--- src/rtl/sifh_zoom_window.sv ---
// sifh_zoom_window
//
// Purpose:
//    Multi-stage zoom-window generator for the SiFH dTOF histogrammer. The
//    block starts from the full TDC code range. After each histogram round it
//    takes the reported peak bin and builds a narrower window for the next
//    round. That window is two bins wide, centred on the peak bin, and
//    clamped to the code range. After NSTAGE refinements the final window is
//    handed downstream and a one-cycle done pulse is raised.
//
// Parameters:
//    NP     - TDC code width (window bound width)
//    NB     - bin index width, 2^NB bins per window, NB >= 2
//    NSTAGE - number of refinements; legal only if NP - NSTAGE*(NB-1) >= NB
//
// Ports:
//    clk        - clock, all state on rising edge
//    rst        - asynchronous active-high reset
//    start      - begin or restart a zoom sequence (overrides everything)
//    peak_ch    - peak bin index within the current window
//    peak_valid - peak_ch valid
//    peak_ready - block accepts peak_ch (only while waiting for a peak)
//    win_lo     - window lower bound (inclusive)
//    win_hi     - window upper bound (inclusive)
//    bin_shift  - log2 of the bin width of the presented window
//    stage      - refinement index of the presented window
//    win_valid  - window outputs valid
//    win_ready  - downstream accepts window
//    done       - one-cycle pulse when the final window is accepted
//    busy       - high whenever a sequence is in progress
module sifh_zoom_window #(
   parameter int NP     = 16,
   parameter int NB     = 4,
   parameter int NSTAGE = 4
) (
   input  logic                             clk,
   input  logic                             rst,
   input  logic                             start,
   input  logic [NB-1:0]                    peak_ch,
   input  logic                             peak_valid,
   output logic                             peak_ready,
   output logic [NP-1:0]                    win_lo,
   output logic [NP-1:0]                    win_hi,
   output logic [$clog2(NP+1)-1:0]          bin_shift,
   output logic [$clog2(NSTAGE+1)-1:0]      stage,
   output logic                             win_valid,
   input  logic                             win_ready,
   output logic                             done,
   output logic                             busy
);

   localparam int WSW = $clog2(NP + 1);
   localparam int STW = $clog2(NSTAGE + 1);
   localparam int AW  = NP + 2;

   // One past the top TDC code, in the extended arithmetic width.
   localparam logic [AW-1:0] FULL_RANGE = AW'(1) << NP;

   typedef enum logic [2:0] {
      IDLE,
      PRESENT,
      WAIT_PEAK,
      CALC,
      CLAMP
   } state_t;

   state_t             r_state;
   logic [NP-1:0]      r_base;
   logic [WSW-1:0]     r_ws;
   logic [NB-1:0]      r_peak;
   logic [AW-1:0]      r_rawLo;
   logic [NP-1:0]      r_winLo;
   logic [NP-1:0]      r_winHi;
   logic [WSW-1:0]     r_binShift;
   logic [STW-1:0]     r_stage;
   logic               r_winValid;
   logic               r_peakReady;
   logic               r_done;
   logic               r_busy;

   logic [WSW-1:0]     w_s;
   logic [AW-1:0]      w_peakShift;
   logic [AW-1:0]      w_halfBin;
   logic [AW-1:0]      w_rawLoNext;
   logic [AW-1:0]      w_wn;
   logic [AW-1:0]      w_rawEnd;
   logic [NP-1:0]      w_wnNp;
   logic [NP-1:0]      w_topLo;
   logic [NP-1:0]      w_loClamped;
   logic [NP-1:0]      w_hiClamped;
   logic [WSW-1:0]     w_newBinShift;

   // Bin width of the current window is 2^s. The unclamped lower bound of the
   // next window is the peak-bin centre minus one bin width. The arithmetic is
   // kept two bits wider than a TDC code, so the top bit acts as the sign and
   // the next bit catches overshoot past the top of the range.
   always_comb begin
      w_s           = r_ws - WSW'(NB);
      w_peakShift   = AW'(r_peak) << w_s;
      w_halfBin     = AW'(1) << (w_s - WSW'(1));
      w_rawLoNext   = AW'(r_base) + w_peakShift - w_halfBin;
      w_wn          = AW'(1) << (w_s + WSW'(1));
      w_rawEnd      = r_rawLo + w_wn;
      w_wnNp        = NP'(1) << (w_s + WSW'(1));
      w_topLo       = NP'(0) - w_wnNp;
      w_newBinShift = w_s + WSW'(1) - WSW'(NB);
   end

   // Clamp the new two-bin window into [0, 2^NP-1]. A negative raw bound pins
   // the window to zero. A window running past the top is slid down so that
   // it ends exactly at the last code.
   always_comb begin
      w_loClamped = r_rawLo[NP-1:0];
      if (r_rawLo[AW-1]) begin
         w_loClamped = '0;
      end else if (w_rawEnd > FULL_RANGE) begin
         w_loClamped = w_topLo;
      end
      w_hiClamped = w_loClamped + w_wnNp - NP'(1);
   end

   // Main sequencer. start has priority over every state and handshake.
   // PRESENT spends one cycle with the freshly loaded window before raising
   // win_valid. Because of this, win_valid follows start by one edge and
   // follows a peak handshake by three edges. Window outputs are loaded only
   // on start or in CLAMP, so they stay put across handshakes.
   always_ff @(posedge clk or posedge rst) begin
      if (rst) begin
         r_state     <= IDLE;
         r_base      <= '0;
         r_ws        <= WSW'(NP);
         r_peak      <= '0;
         r_rawLo     <= '0;
         r_winLo     <= '0;
         r_winHi     <= '0;
         r_binShift  <= '0;
         r_stage     <= '0;
         r_winValid  <= 1'b0;
         r_peakReady <= 1'b0;
         r_done      <= 1'b0;
         r_busy      <= 1'b0;
      end else begin
         r_done <= 1'b0;
         if (start) begin
            r_state     <= PRESENT;
            r_base      <= '0;
            r_ws        <= WSW'(NP);
            r_winLo     <= '0;
            r_winHi     <= '1;
            r_binShift  <= WSW'(NP - NB);
            r_stage     <= '0;
            r_winValid  <= 1'b0;
            r_peakReady <= 1'b0;
            r_busy      <= 1'b1;
         end else begin
            case (r_state)
               IDLE: begin
                  r_state <= IDLE;
               end
               PRESENT: begin
                  if (!r_winValid) begin
                     r_winValid <= 1'b1;
                  end else if (win_ready) begin
                     r_winValid <= 1'b0;
                     if (r_stage == STW'(NSTAGE)) begin
                        r_state <= IDLE;
                        r_done  <= 1'b1;
                        r_busy  <= 1'b0;
                     end else begin
                        r_state     <= WAIT_PEAK;
                        r_peakReady <= 1'b1;
                     end
                  end
               end
               WAIT_PEAK: begin
                  if (peak_valid) begin
                     r_peak      <= peak_ch;
                     r_peakReady <= 1'b0;
                     r_state     <= CALC;
                  end
               end
               CALC: begin
                  r_rawLo <= w_rawLoNext;
                  r_state <= CLAMP;
               end
               CLAMP: begin
                  r_base     <= w_loClamped;
                  r_ws       <= w_s + WSW'(1);
                  r_stage    <= r_stage + STW'(1);
                  r_winLo    <= w_loClamped;
                  r_winHi    <= w_hiClamped;
                  r_binShift <= w_newBinShift;
                  r_state    <= PRESENT;
               end
               default: begin
                  r_state <= IDLE;
               end
            endcase
         end
      end
   end

   assign peak_ready = r_peakReady;
   assign win_lo     = r_winLo;
   assign win_hi     = r_winHi;
   assign bin_shift  = r_binShift;
   assign stage      = r_stage;
   assign win_valid  = r_winValid;
   assign done       = r_done;
   assign busy       = r_busy;

endmodule

--- config.mk ---
export PLATFORM = sky130hd
export DESIGN_NAME = sifh_zoom_window
export DESIGN_NICKNAME = d
export VERILOG_FILES = /design/src/rtl/sifh_zoom_window.sv
export SDC_FILE = /design/constraint.sdc
export NUM_CORES = 1
export LEC_CHECK = 0
export ABC_AREA = 1
export ABC_CLOCK_PERIOD_IN_PS = 6700
export CAP_MARGIN = 5
export CORE_UTILIZATION = 30
export CTS_CLUSTER_SIZE = 20
export DETAILED_ROUTE_END_ITERATION = 7
export PLACE_DENSITY = 0.45
export SYNTH_ARGS = -nofsm -noshare
export SYNTH_HDL_FRONTEND = slang
export SYNTH_SLANG_ARGS = --single-unit
--- constraint.sdc ---
create_clock -name clk -period 6.7 [get_ports clk]
set_clock_uncertainty 0.05 [all_clocks]
set_input_delay 1.005 -clock clk [delete_from_list [all_inputs] [get_ports clk]]
set_output_delay 1.005 -clock clk [all_outputs]
set_load 0.05 [all_outputs]
==> results of run 1 <==
-- logic make-up after synthesis --
logic type / count (synthesis) / share of synthesized area, %
multiplexers: 2 / 0.303
adder cells (fa/ha/maj): 94 / 17.5
AO/OA/AOI/OAI: 193 / 16.0
buffers and inverters: 220 / 11.7
AND/OR/NAND/NOR: 410 / 25.1
XOR/XNOR: 43 / 5.17
flip-flops: 72 / 24.2
-- metal layers --
metal	wire [um]	share of wire, %	global-route usage [%]	vias to the layer above
met1	11600	49	26.5	3179
li1	-	-	-	3480
met3	886	3.8	2.63	23
met2	10600	45	31.0	140
met5	0	0	0	-
met4	377	1.6	4.63	0
-- power breakdown --
group | internal (mW) | switching, mW | total [mW]
Combinational | 1.07 | 1.75 | 2.83
Clock | 0.339 | 0.218 | 0.557
Sequential | 0.517 | 0.0875 | 0.604
Total | 1.93 | 2.06 | 3.99
-- layout by cell type (no fill, tap or decap), types with 24 or more instances in the layout --
| cell | synthesis | layout |
|---|---|---|
| sky130_fd_sc_hd__o21ai_0 | 59 | 55 |
| sky130_fd_sc_hd__nor2_1 | 96 | 92 |
| sky130_fd_sc_hd__ha_1 | 77 | 76 |
| sky130_fd_sc_hd__inv_1 | 188 | 187 |
| sky130_fd_sc_hd__o22ai_1 | 24 | 24 |
| sky130_fd_sc_hd__dfrtp_1 | 71 | 71 |
| sky130_fd_sc_hd__nand3_1 | 42 | 42 |
| sky130_fd_sc_hd__xor2_1 | 30 | 30 |
| sky130_fd_sc_hd__clkdlybuf4s50_1 | 0 | 52 |
| sky130_fd_sc_hd__a21oi_1 | 62 | 60 |
| sky130_fd_sc_hd__nand2_1 | 192 | 192 |
-- worst max-delay path by stage --
| stage | end | slack, ps |
|---|---|---|
| floorplan | win_hi[13] | 440 |
| global placement | win_hi[13] | 170 |
| detailed placement | win_hi[14] | 120 |
| CTS | win_hi[14] | 100 |
| global route | win_hi[13] | 20 |
| finish | win_hi[13] | 550 |
-- Yosys cell counts (3+ instances only) --
cell and instances:
sky130_fd_sc_hd__a21oi_1 62, sky130_fd_sc_hd__a31oi_1 3, sky130_fd_sc_hd__buf_4 4, sky130_fd_sc_hd__buf_6 3, sky130_fd_sc_hd__clkbuf_1 9, sky130_fd_sc_hd__clkinv_1 3, sky130_fd_sc_hd__dfrtp_1 71, sky130_fd_sc_hd__fa_1 17
sky130_fd_sc_hd__ha_1 77, sky130_fd_sc_hd__inv_1 188, sky130_fd_sc_hd__inv_2 8, sky130_fd_sc_hd__nand2_1 192, sky130_fd_sc_hd__nand2_2 18, sky130_fd_sc_hd__nand3_1 42, sky130_fd_sc_hd__nand3_2 8, sky130_fd_sc_hd__nand3b_1 4
sky130_fd_sc_hd__nand4_1 11, sky130_fd_sc_hd__nor2_1 96, sky130_fd_sc_hd__nor2_2 6, sky130_fd_sc_hd__nor3_1 11, sky130_fd_sc_hd__nor4_1 5, sky130_fd_sc_hd__o211ai_2 11, sky130_fd_sc_hd__o21ai_0 59, sky130_fd_sc_hd__o21ai_1 3
sky130_fd_sc_hd__o21bai_1 3, sky130_fd_sc_hd__o22ai_1 24, sky130_fd_sc_hd__o31ai_1 4, sky130_fd_sc_hd__or2_2 4, sky130_fd_sc_hd__xnor2_1 12, sky130_fd_sc_hd__xor2_1 30
-- area by class of cell --
| class | count | area share, % |
|---|---|---|
| clock buffers | 10 | 2.73 |
| clock inverters | 6 | 1.03 |
| inverters | 200 | 8.62 |
| multi-input cells | 742 | 54.9 |
| flip-flops and latches | 72 | 20.6 |
| well taps | 324 | 4.63 |
| repair buffers | 70 | 7.49 |
-- worst min-delay path: cells and delay by family (launching register included) --
kind | cells | cell delay, ps
AOI/OAI and AO/OA | 1 | 80
DFF | 1 | 340
buffers and inverters | 1 | 50
-- flip-flops by register name, summed over array words and instances (netlist names), 3 cells and up --
| name | flops |
|---|---|
| win_lo | 16 |
| bin_shift | 3 |
| r_ws | 5 |
| r_state | 3 |
| win_hi | 16 |
| r_rawLo | 18 |
| stage | 3 |
| r_peak | 4 |
-- what timing repair did --
item                       in CTS  in global routing
setup endpoints to repair       0                  6
hold endpoints to repair        0                  0
resized for setup               0                 16
setup buffers                   0                  1
==> summary.txt, run 1 <==
Worst setup path
  • Worst path depth: 39
  • Type of destination of the critical path: flop
  • Critical path buffer and inverter count: 7
  • Worst Setup SP: r_ws[0]
  • Depth of the worst register-to-register path: 39
  • Crit path max-delay family: compound AO/OA/AOI/OAI gates
  • Stage delay of the slowest cell on the critical path: 390 ps
  • Crit path required time: 6940 ps
  • Worst Path Class, Setup: flop to flop
  • Worst flop-to-flop path endpoint: win_hi[13]
  • Worst endpoint data arrival time: 6390 ps
  • Worst r2r src: r_ws[0]
  • Launching element type of the critical path: flop
  • Worst reg2reg setup slack: 550 ps
  • Slowest stage cell, crit path: sky130_fd_sc_hd__fa_1
  • Largest driver fanout on the critical path: 9

Placed design
  • Cell area reported after detailed placement: 8380 um2
  • GPL Wtd Cong: 0.902
  • Placed cells: 1407
  • Half-perimeter wire length after placement: 19200 um
  • Pre-CTS setup slack: 117 ps
  • PortBufs: 52

Cells and area
  • Antenna cell count: 0
  • Number of nets in the final layout: 1198
  • Final instance count without filler cells: 1424
  • Final core utilization: 36.0%
  • Multi-input gate area in the final layout: 4800 um2
  • Combined flip-flop and latch cell area: 1800 um2
  • Cell area after layout: 8750 um2
  • Share of post-route cells with drive strength above 1: 10.6%
  • Synth-to-layout area growth: 17.7%
  • Fillers: 2622

STA
  • Final number of hold-violating endpoints: 0
  • Worst slew margin: 39.6%
  • Worst hold slack: 451 ps
  • Measured slew at the worst slew-check pin: 904 ps
  • Final critical-path setup slack: 550 ps
  • Final min period: 6150 ps
  • Setup repair after global routing missed its margin: no
  • Final period util: 91.8%
  • Setup violation total in the final timing report: 0
  • Achievable Freq: 163 MHz
  • Total Negative Setup Slacks: 0 ps
  • Max Transition Viols Final: 0

Logic synthesis
  • Synth top area cells: sky130_fd_sc_hd__dfrtp_1 (24%), sky130_fd_sc_hd__ha_1 (13%), sky130_fd_sc_hd__nand2_1 (9.7%)
  • Proportion of synthesized flip-flops having asynchronous set or reset: 100%
  • Number of flops mapped to enable cells by yosys: 0
  • Count of mapped cells out of synthesis: 1034
  • Seq/Total Area, Yosys: 24.2%
  • Yosys warnings: 0
  • Netlist Area Pre-Place: 7440 um2
  • Top cell type's share of synthesized area: 23.9%
  • Avg Cell Area, Syn: 7.19 um2
  • Most frequently used flop master after synthesis: sky130_fd_sc_hd__dfrtp_1
  • Syn_nets: 1137
  • Yosys top cell by area: sky130_fd_sc_hd__dfrtp_1
  • Post-synthesis sequential element count: 72
  • Number of different library cells in the post-synthesis netlist: 63

Die
  • Horizontal die dimension: 159 um
  • CORE AREA: 24300 um2
  • Die footprint: 25400 um2
  • # rows: 57
  • Die height: 159 um
  • Initial Util: 30.6%
  • I/O pins: 53

Detailed routing
  • Vias: 6822
  • Post-detailed-route wirelength per cell: 16.5 um
  • Violation count after the first detailed-routing iteration: 400
  • DRC Markers: 0
  • DRT Pass-1 Iters: 5
  • Routed WL: 23500 um
  • Antenna violation net count after detailed routing: 0
  • Vias per cell: 4.79

Min path
  • Launch point of the worst hold path: win_hi[8]
  • Instance count along the most critical hold path: 2
  • Worst min-delay path endpoint: win_hi[8]
  • HP Class: flop to flop

Clock tree
  • Maximum count of clock buffers along a single path: 2
  • Cell chosen for the clock root: sky130_fd_sc_hd__clkbuf_16
  • CTS buffer count: 9
  • TritonCTS clock tree: yes
  • Clock-pin slew of the registers on the worst-case setup and hold paths: 70 ps
  • Clock sink total: 72
  • Total of hold buffers inserted after clock tree synthesis: 0
  • H-tree lvl count: 3
  • Clock latency of the later-clocked register in the worst-skew pair: 350 ps

Global routing
  • Maximum number of pins on one net before global-route repair: 61
  • Wire length of the first global-routing pass: 37300 um
  • Total routing usage reported by global routing: 19.1%
  • Number of global-route vias before repair: 6663
  • Initial antenna violation count: 0
  • Global route overflow: 0

Run
  • Max capacitance violation total: 0

Power
  • LEAKAGE: 4.29 nW
  • IR Drop Worst-Case VDD: 190 uV
  • Pwr per Cell Area: 456 nW/um2
  • Total design power: 3.99 mW

Status
  • Run status: finished, final reports clean
No activity file was read; power rests on OpenSTA's default activity.
==> run 2: changes to the inputs <==
Settings changed: RECOVER_POWER set to 100, SKIP_CTS_REPAIR_TIMING set to 1.
==> run 2 against run 1 <==
Effect of this change:
- the flow now finishes with violations (capacitance limit, slew limit)
- largest cell class unchanged
- cell count unchanged
- sequential power about the same
- clock power about the same
- highest routed layer unchanged
==> summary.txt, run 2 (synthesis results as in run 1) <==
Die
  • I/O pins: 53 (unchanged)
  • Die footprint: 25400 um2 (unchanged)
  • Initial Util: 30.6% (unchanged)
  • Die height: 159 um (unchanged)
  • CORE AREA: 24300 um2 (unchanged)
  • # rows: 57 (unchanged)
  • Horizontal die dimension: 159 um (unchanged)

STA
  • Measured slew at the worst slew-check pin: 3440 ps (was 904 ps)
  • Final period util: 93.1% (was 91.8%)
  • Final number of hold-violating endpoints: 0 (unchanged)
  • Final min period: 6240 ps (was 6150 ps)
  • Achievable Freq: 160 MHz (was 163 MHz)
  • Setup repair after global routing missed its margin: no (unchanged)
  • Max Transition Viols Final: 61 (was 0)
  • Setup violation total in the final timing report: 0 (unchanged)
  • Total Negative Setup Slacks: 0 ps (unchanged)
  • Worst hold slack: 446 ps (was 451 ps)
  • Worst slew margin: -130% (was 39.6%)

Power
  • Seq pwr share: 15.2% (was 15.1%)
  • P_sw: 2.04 mW (was 2.06 mW)
  • Pwr per Cell Area: 454 nW/um2 (was 456 nW/um2)
  • Internal Power: 1.91 mW (was 1.93 mW)
  • Part of the total power dissipated in combinational logic: 70.7% (was 70.9%)
  • Switching share of total power: 51.7% (was 51.6%)
  • IR Drop Worst-Case VDD: 189 uV (was 190 uV)
  • Proportion of power drawn by the clock network: 14.1% (was 14.0%)
  • Total design power: 3.95 mW (was 3.99 mW)
  • LEAKAGE: 4.28 nW (was 4.29 nW)

Cells and area
  • Commonest non-fill, non-tap cells in the layout: sky130_fd_sc_hd__nand2_1 (193), sky130_fd_sc_hd__inv_1 (187), sky130_fd_sc_hd__nor2_1 (92) (was sky130_fd_sc_hd__nand2_1 (192), sky130_fd_sc_hd__inv_1 (187), sky130_fd_sc_hd__nor2_1 (92))
  • Share of post-route cells with drive strength above 1: 9.64% (was 10.6%)
  • Most frequent standard cell in the layout excluding fill and tap cells: sky130_fd_sc_hd__nand2_1 (unchanged)
  • Reg with most FFs: r_rawLo (unchanged)
  • Antenna cell count: 0 (unchanged)
  • Number of flip-flops in the largest register: 18 (unchanged)
  • Number of nets in the final layout: 1198 (unchanged)
  • Synth-to-layout area growth: 17.0% (was 17.7%)
  • Cell area after layout: 8700 um2 (was 8750 um2)
  • Final core utilization: 35.8% (was 36.0%)

Global routing
  • GRT met1 Usage: 26.5% (unchanged)
  • Total routing usage reported by global routing: 19.1% (unchanged)
  • Met2 demand-to-capacity share in global routing: 31.0% (unchanged)
  • Wire length of the first global-routing pass: 37300 um (unchanged)
  • Initial antenna violation count: 0 (unchanged)
  • Gr busiest metal: met2 (unchanged)
  • GR Util met3: 2.63% (unchanged)
  • Global route overflow: 0 (unchanged)
  • Maximum number of pins on one net before global-route repair: 61 (unchanged)
  • Number of global-route vias before repair: 6663 (unchanged)

Min path
  • Worst min-delay path endpoint: win_hi[8] (unchanged)
  • Instance count along the most critical hold path: 2 (unchanged)
  • HP Class: flop to flop (unchanged)
  • Launch point of the worst hold path: win_hi[8] (unchanged)

Detailed routing
  • Post-detailed-route wirelength per cell: 16.5 um (about the same)
  • DRC Markers: 0 (unchanged)
  • Routed WL: 23500 um (about the same)
  • Vias per cell: 4.78 (was 4.79)
  • Antenna violation net count after detailed routing: 0 (unchanged)
  • Violation count after the first detailed-routing iteration: 415 (was 400)
  • Vias: 6804 (was 6822)
  • DRT Pass-1 Iters: 5 (unchanged)

Worst setup path
  • Largest driver fanout on the critical path: 23 (was 9)
  • Worst r2r src: r_ws[2] (was r_ws[0])
  • Critical path buffer and inverter count: 8 (was 7)
  • Worst reg2reg setup slack: 460 ps (was 550 ps)
  • Launching element type of the critical path: flop (unchanged)
  • Depth of the worst register-to-register path: 35 (was 39)
  • Crit path required time: 6900 ps (was 6940 ps)
  • Stage delay of the slowest cell on the critical path: 500 ps (was 390 ps)
  • Crit path max-delay family: compound AO/OA/AOI/OAI gates (unchanged)
  • Worst Path Class, Setup: flop to flop (unchanged)
  • Worst flop-to-flop path endpoint: win_hi[15] (was win_hi[13])
  • Type of destination of the critical path: flop (unchanged)
  • Slowest stage cell, crit path: sky130_fd_sc_hd__o211ai_1 (was sky130_fd_sc_hd__fa_1)
  • Worst endpoint data arrival time: 6430 ps (was 6390 ps)

Run
  • Max capacitance violation total: 1 (was 0)

Clock tree
  • Maximum count of clock buffers along a single path: 2 (unchanged)
  • Clock latency of the later-clocked register in the worst-skew pair: 350 ps (about the same)
  • Clock sink total: 72 (unchanged)
  • Clock-pin slew of the registers on the worst-case setup and hold paths: 60 ps (was 70 ps)
  • Cell chosen for the clock root: sky130_fd_sc_hd__clkbuf_16 (unchanged)
  • TritonCTS clock tree: yes (unchanged)
  • CTS buffer count: 9 (unchanged)
  • H-tree lvl count: 3 (unchanged)

Placed design
  • GPL Wtd Cong: 0.902 (unchanged)
  • PortBufs: 52 (unchanged)
  • Half-perimeter wire length after placement: 19200 um (unchanged)
  • Cell area reported after detailed placement: 8380 um2 (unchanged)

Status
  • Failing checks: capacitance limit, slew limit
  • Run status: complete, but fails checks (was finished, final reports clean)
## run 2: area by class of cell
cell class | count | area, um2
fillers | 2632 | 15600
flip-flops and latches | 72 | 1800
clock buffers | 10 | 239
repair buffers | 70 | 648
inverters | 200 | 754
well taps | 324 | 405
clock inverters | 6 | 90.1
multi-input cells | 742 | 4760
## run 2: metal layers
layer  wire [um]  up-vias
li1            -     3479
met1       11500     3167
met2       10600      136
met3         927       22
met4         401        0
met5           0        -
## run 2: power by group through the flow
stage	sequential [mW]	combinational, mW	clock (mW)
finish	0.601	2.79	0.557
floorplan	0.654	2.05	0
detailed placement	0.612	2.78	0
CTS	0.605	2.80	0.567
global route	0.612	3.13	0.588
global placement	0.612	2.82	0
## run 2: worst reg2reg max path, delay by kind of cell (launching register included)
kind            cells  cell delay (ps)
compound gates      7             1710
xor+xnor            1              270
fa+ha+maj           4             1290
buf+inv             8              880
flops               1              380
simple gates       15             1570
## run 2: stage by stage
stage / cells / setup WS, ps
floorplan: 1034 / 436
global route: 1424 / 25.7
CTS: 1423 / 102
detailed placement: 1407 / 117
finish: 1424 / 464
global placement: 1407 / 168
## run 2: worst max-delay path by stage
stage                       start          to  slack, ps  cells past startpoint
after floorplan           r_ws[2]  win_hi[13]        440                     44
after global placement    r_ws[0]  win_hi[13]        170                     39
after detailed placement  r_ws[0]  win_hi[14]        120                     39
after CTS                 r_ws[0]  win_hi[14]        100                     40
after global routing      r_ws[2]  win_hi[13]         30                     42
final                     r_ws[2]  win_hi[15]        460                     35
==> run 3: changes to the inputs <==
Settings changed: CORE_UTILIZATION 30 to 48, PLACE_DENSITY 0.45 to 0.67.
==> run 3 against run 2 <==
Effect of this change:
- the flow finishes with violations (DRC, capacitance limit, slew limit)
- global-route usage rose by 8.5 points
- non-clock buffer count shrank 5
- sequential share of layout area increased by 0.55 points
- combinational power about the same
- via count up 1.8%
- flip-flop and latch count stayed put
- register-to-register slack better by 60 ps
- clock power fell by 10%
- critical endpoint unchanged
- largest power group unchanged
==> summary.txt, run 3 (synthesis results as in run 1) <==
Cells and area
  • Reg with most FFs: r_rawLo (unchanged)
  • Fillers: 1460 (was 2632)
  • Share of post-route cells with drive strength above 1: 9.50% (was 9.64%)
  • Antenna cell count: 0 (unchanged)
  • Commonest non-fill, non-tap cells in the layout: sky130_fd_sc_hd__nand2_1 (192), sky130_fd_sc_hd__inv_1 (187), sky130_fd_sc_hd__nor2_1 (92) (was sky130_fd_sc_hd__nand2_1 (193), sky130_fd_sc_hd__inv_1 (187), sky130_fd_sc_hd__nor2_1 (92))
  • Most frequent standard cell in the layout excluding fill and tap cells: sky130_fd_sc_hd__nand2_1 (unchanged)
  • Number of nets in the final layout: 1193 (was 1198)
  • Synth-to-layout area growth: 14.0% (was 17.0%)
  • Multi-input gate area in the final layout: 4780 um2 (was 4760 um2)
  • Combined flip-flop and latch cell area: 1800 um2 (unchanged)
  • Number of flip-flops in the largest register: 18 (unchanged)

Run
  • Max capacitance violation total: 1 (unchanged)

Worst setup path
  • Largest driver fanout on the critical path: 15 (was 23)
  • Stage delay of the slowest cell on the critical path: 400 ps (was 500 ps)
  • Launching element type of the critical path: flop (unchanged)
  • Slowest stage cell, crit path: sky130_fd_sc_hd__dfrtp_1 (was sky130_fd_sc_hd__o211ai_1)
  • Worst endpoint data arrival time: 6370 ps (was 6430 ps)
  • Crit path required time: 6890 ps (was 6900 ps)
  • Worst reg2reg setup slack: 530 ps (was 460 ps)
  • Type of destination of the critical path: flop (unchanged)
  • Worst Path Class, Setup: flop to flop (unchanged)
  • Critical path's most frequent cell: sky130_fd_sc_hd__inv_1

Die
  • Horizontal die dimension: 126 um (was 159 um)
  • Die height: 126 um (was 159 um)
  • Die footprint: 16000 um2 (was 25400 um2)
  • CORE AREA: 15100 um2 (was 24300 um2)
  • I/O pins: 53 (unchanged)
  • Initial Util: 49.1% (was 30.6%)
  • # rows: 45 (was 57)

Power
  • IR Drop Worst-Case VDD: 299 uV (was 189 uV)
  • Pwr per Cell Area: 462 nW/um2 (was 454 nW/um2)
  • LEAKAGE: 4.24 nW (was 4.28 nW)
  • Total design power: 3.92 mW (was 3.95 mW)

Clock tree
  • Clock sink total: 72 (unchanged)
  • Clock latency of the later-clocked register in the worst-skew pair: 350 ps (about the same)
  • CTS buffer count: 9 (unchanged)
  • TritonCTS clock tree: yes (unchanged)
  • Maximum count of clock buffers along a single path: 2 (unchanged)
  • Clock-pin slew of the registers on the worst-case setup and hold paths: 60 ps (about the same)
  • Cell chosen for the clock root: sky130_fd_sc_hd__clkbuf_16 (unchanged)
  • H-tree lvl count: 3 (unchanged)

Placed design
  • Half-perimeter wire length after placement: 16600 um (was 19200 um)
  • GPL Wtd Cong: 0.924 (was 0.902)
  • PortBufs: 52 (unchanged)

Global routing
  • Maximum number of pins on one net before global-route repair: 73 (was 61)
  • Wire length of the first global-routing pass: 34100 um (was 37300 um)
  • Initial antenna violation count: 1 (was 0)
  • Number of global-route vias before repair: 6572 (was 6663)
  • Global route overflow: 0 (unchanged)
  • Total routing usage reported by global routing: 27.6% (was 19.1%)

Min path
  • HP Class: flop to flop (unchanged)

STA
  • Worst slew margin: -165% (was -130%)
  • Achievable Freq: 162 MHz (was 160 MHz)
  • Measured slew at the worst slew-check pin: 3980 ps (was 3440 ps)
  • Setup violation total in the final timing report: 0 (unchanged)
  • Final min period: 6170 ps (was 6240 ps)
  • Worst hold slack: 443 ps (was 446 ps)
  • Total Negative Setup Slacks: 0 ps (unchanged)
  • Max Transition Viols Final: 73 (was 61)
  • Final number of hold-violating endpoints: 0 (unchanged)
  • Final period util: 92.2% (was 93.1%)

Detailed routing
  • Violation count after the first detailed-routing iteration: 495 (was 415)
  • DRT Pass-1 Iters: 8 (was 5)
  • Vias per cell: 5.40 (was 4.78)
  • Vias: 6926 (was 6804)
  • Routed WL: 21000 um (was 23500 um)
  • DRC Markers: 1 (was 0)
  • Post-detailed-route wirelength per cell: 16.4 um (was 16.5 um)
  • Antenna violation net count after detailed routing: 0 (unchanged)

Status
  • Failing checks: DRC, capacitance limit, slew limit (was capacitance limit, slew limit)
  • Run status: complete, but fails checks (unchanged)
-- run 3: cell types whose count changed in the layout (fill, tap and decap cells not counted), sizes merged --
cell and delta:
buf -6, clkinv +4, bufinv -1, clkinvlp -1, inv -1
-- run 3: where the power goes --
| part | total (mW) | leakage (nW) | switching [mW] | internal, mW |
|---|---|---|---|---|
| Clock | 0.501 | 0.146 | 0.212 | 0.289 |
| Combinational | 2.82 | 3.23 | 1.76 | 1.06 |
| Sequential | 0.600 | 0.869 | 0.0829 | 0.517 |
| Total | 3.92 | 4.24 | 2.05 | 1.86 |
-- run 3: metrics by stage --
stage / instances / setup slack, ps / cell area (um2) / utilization (%)
CTS: 1283 / 130 / 8470 / 55.9
global placement: 1267 / 198 / 8170 / 54.0
detailed placement: 1267 / 167 / 8170 / 54.0
finish: 1283 / 526 / 8480 / 56.0
floorplan: 1034 / 436 / 7440 / -
global route: 1283 / -10.9 / 8480 / 56.0
-- run 3: metal layers --
layer | GRT usage (%) | wire, um | vias to the layer above
met4 | 8.86 | 501 | 2
li1 | - | - | 3479
met3 | 5.10 | 1360 | 38
met5 | 0 | 13 | -
met2 | 43.5 | 9380 | 240
met1 | 38.2 | 9780 | 3167
-- run 3: layout make-up --
type | count | area share [%]
Tap cell | 188 | 2.78
Multi-Input combinational cell | 742 | 56.4
Clock buffer | 9 | 2.66
Sequential cell | 72 | 21.3
Timing Repair Buffer | 65 | 7.20
Clock inverter | 7 | 0.827
Inverter | 200 | 8.89
-- run 3: worst paths after layout --
path                                 start     endpoint  cells after the start
worst max register to register     r_ws[2]   win_hi[15]                     41
worst min-delay path            peak_ready   peak_ready                      2
min in group asynchronous              rst    win_hi[1]                      3
worst max-delay path               r_ws[2]   win_hi[15]                     41
worst min register to register  peak_ready   peak_ready                      2
max in group asynchronous              rst  r_rawLo[12]                      3
-- run 3: critical path, delay by kind of cell, from the launching register on --
kind	cells	cell delay (ps)
compound gates	8	1620
xor+xnor	1	240
fa+ha+maj	5	1150
buf+inv	11	850
flops	1	400
simple gates	16	1740
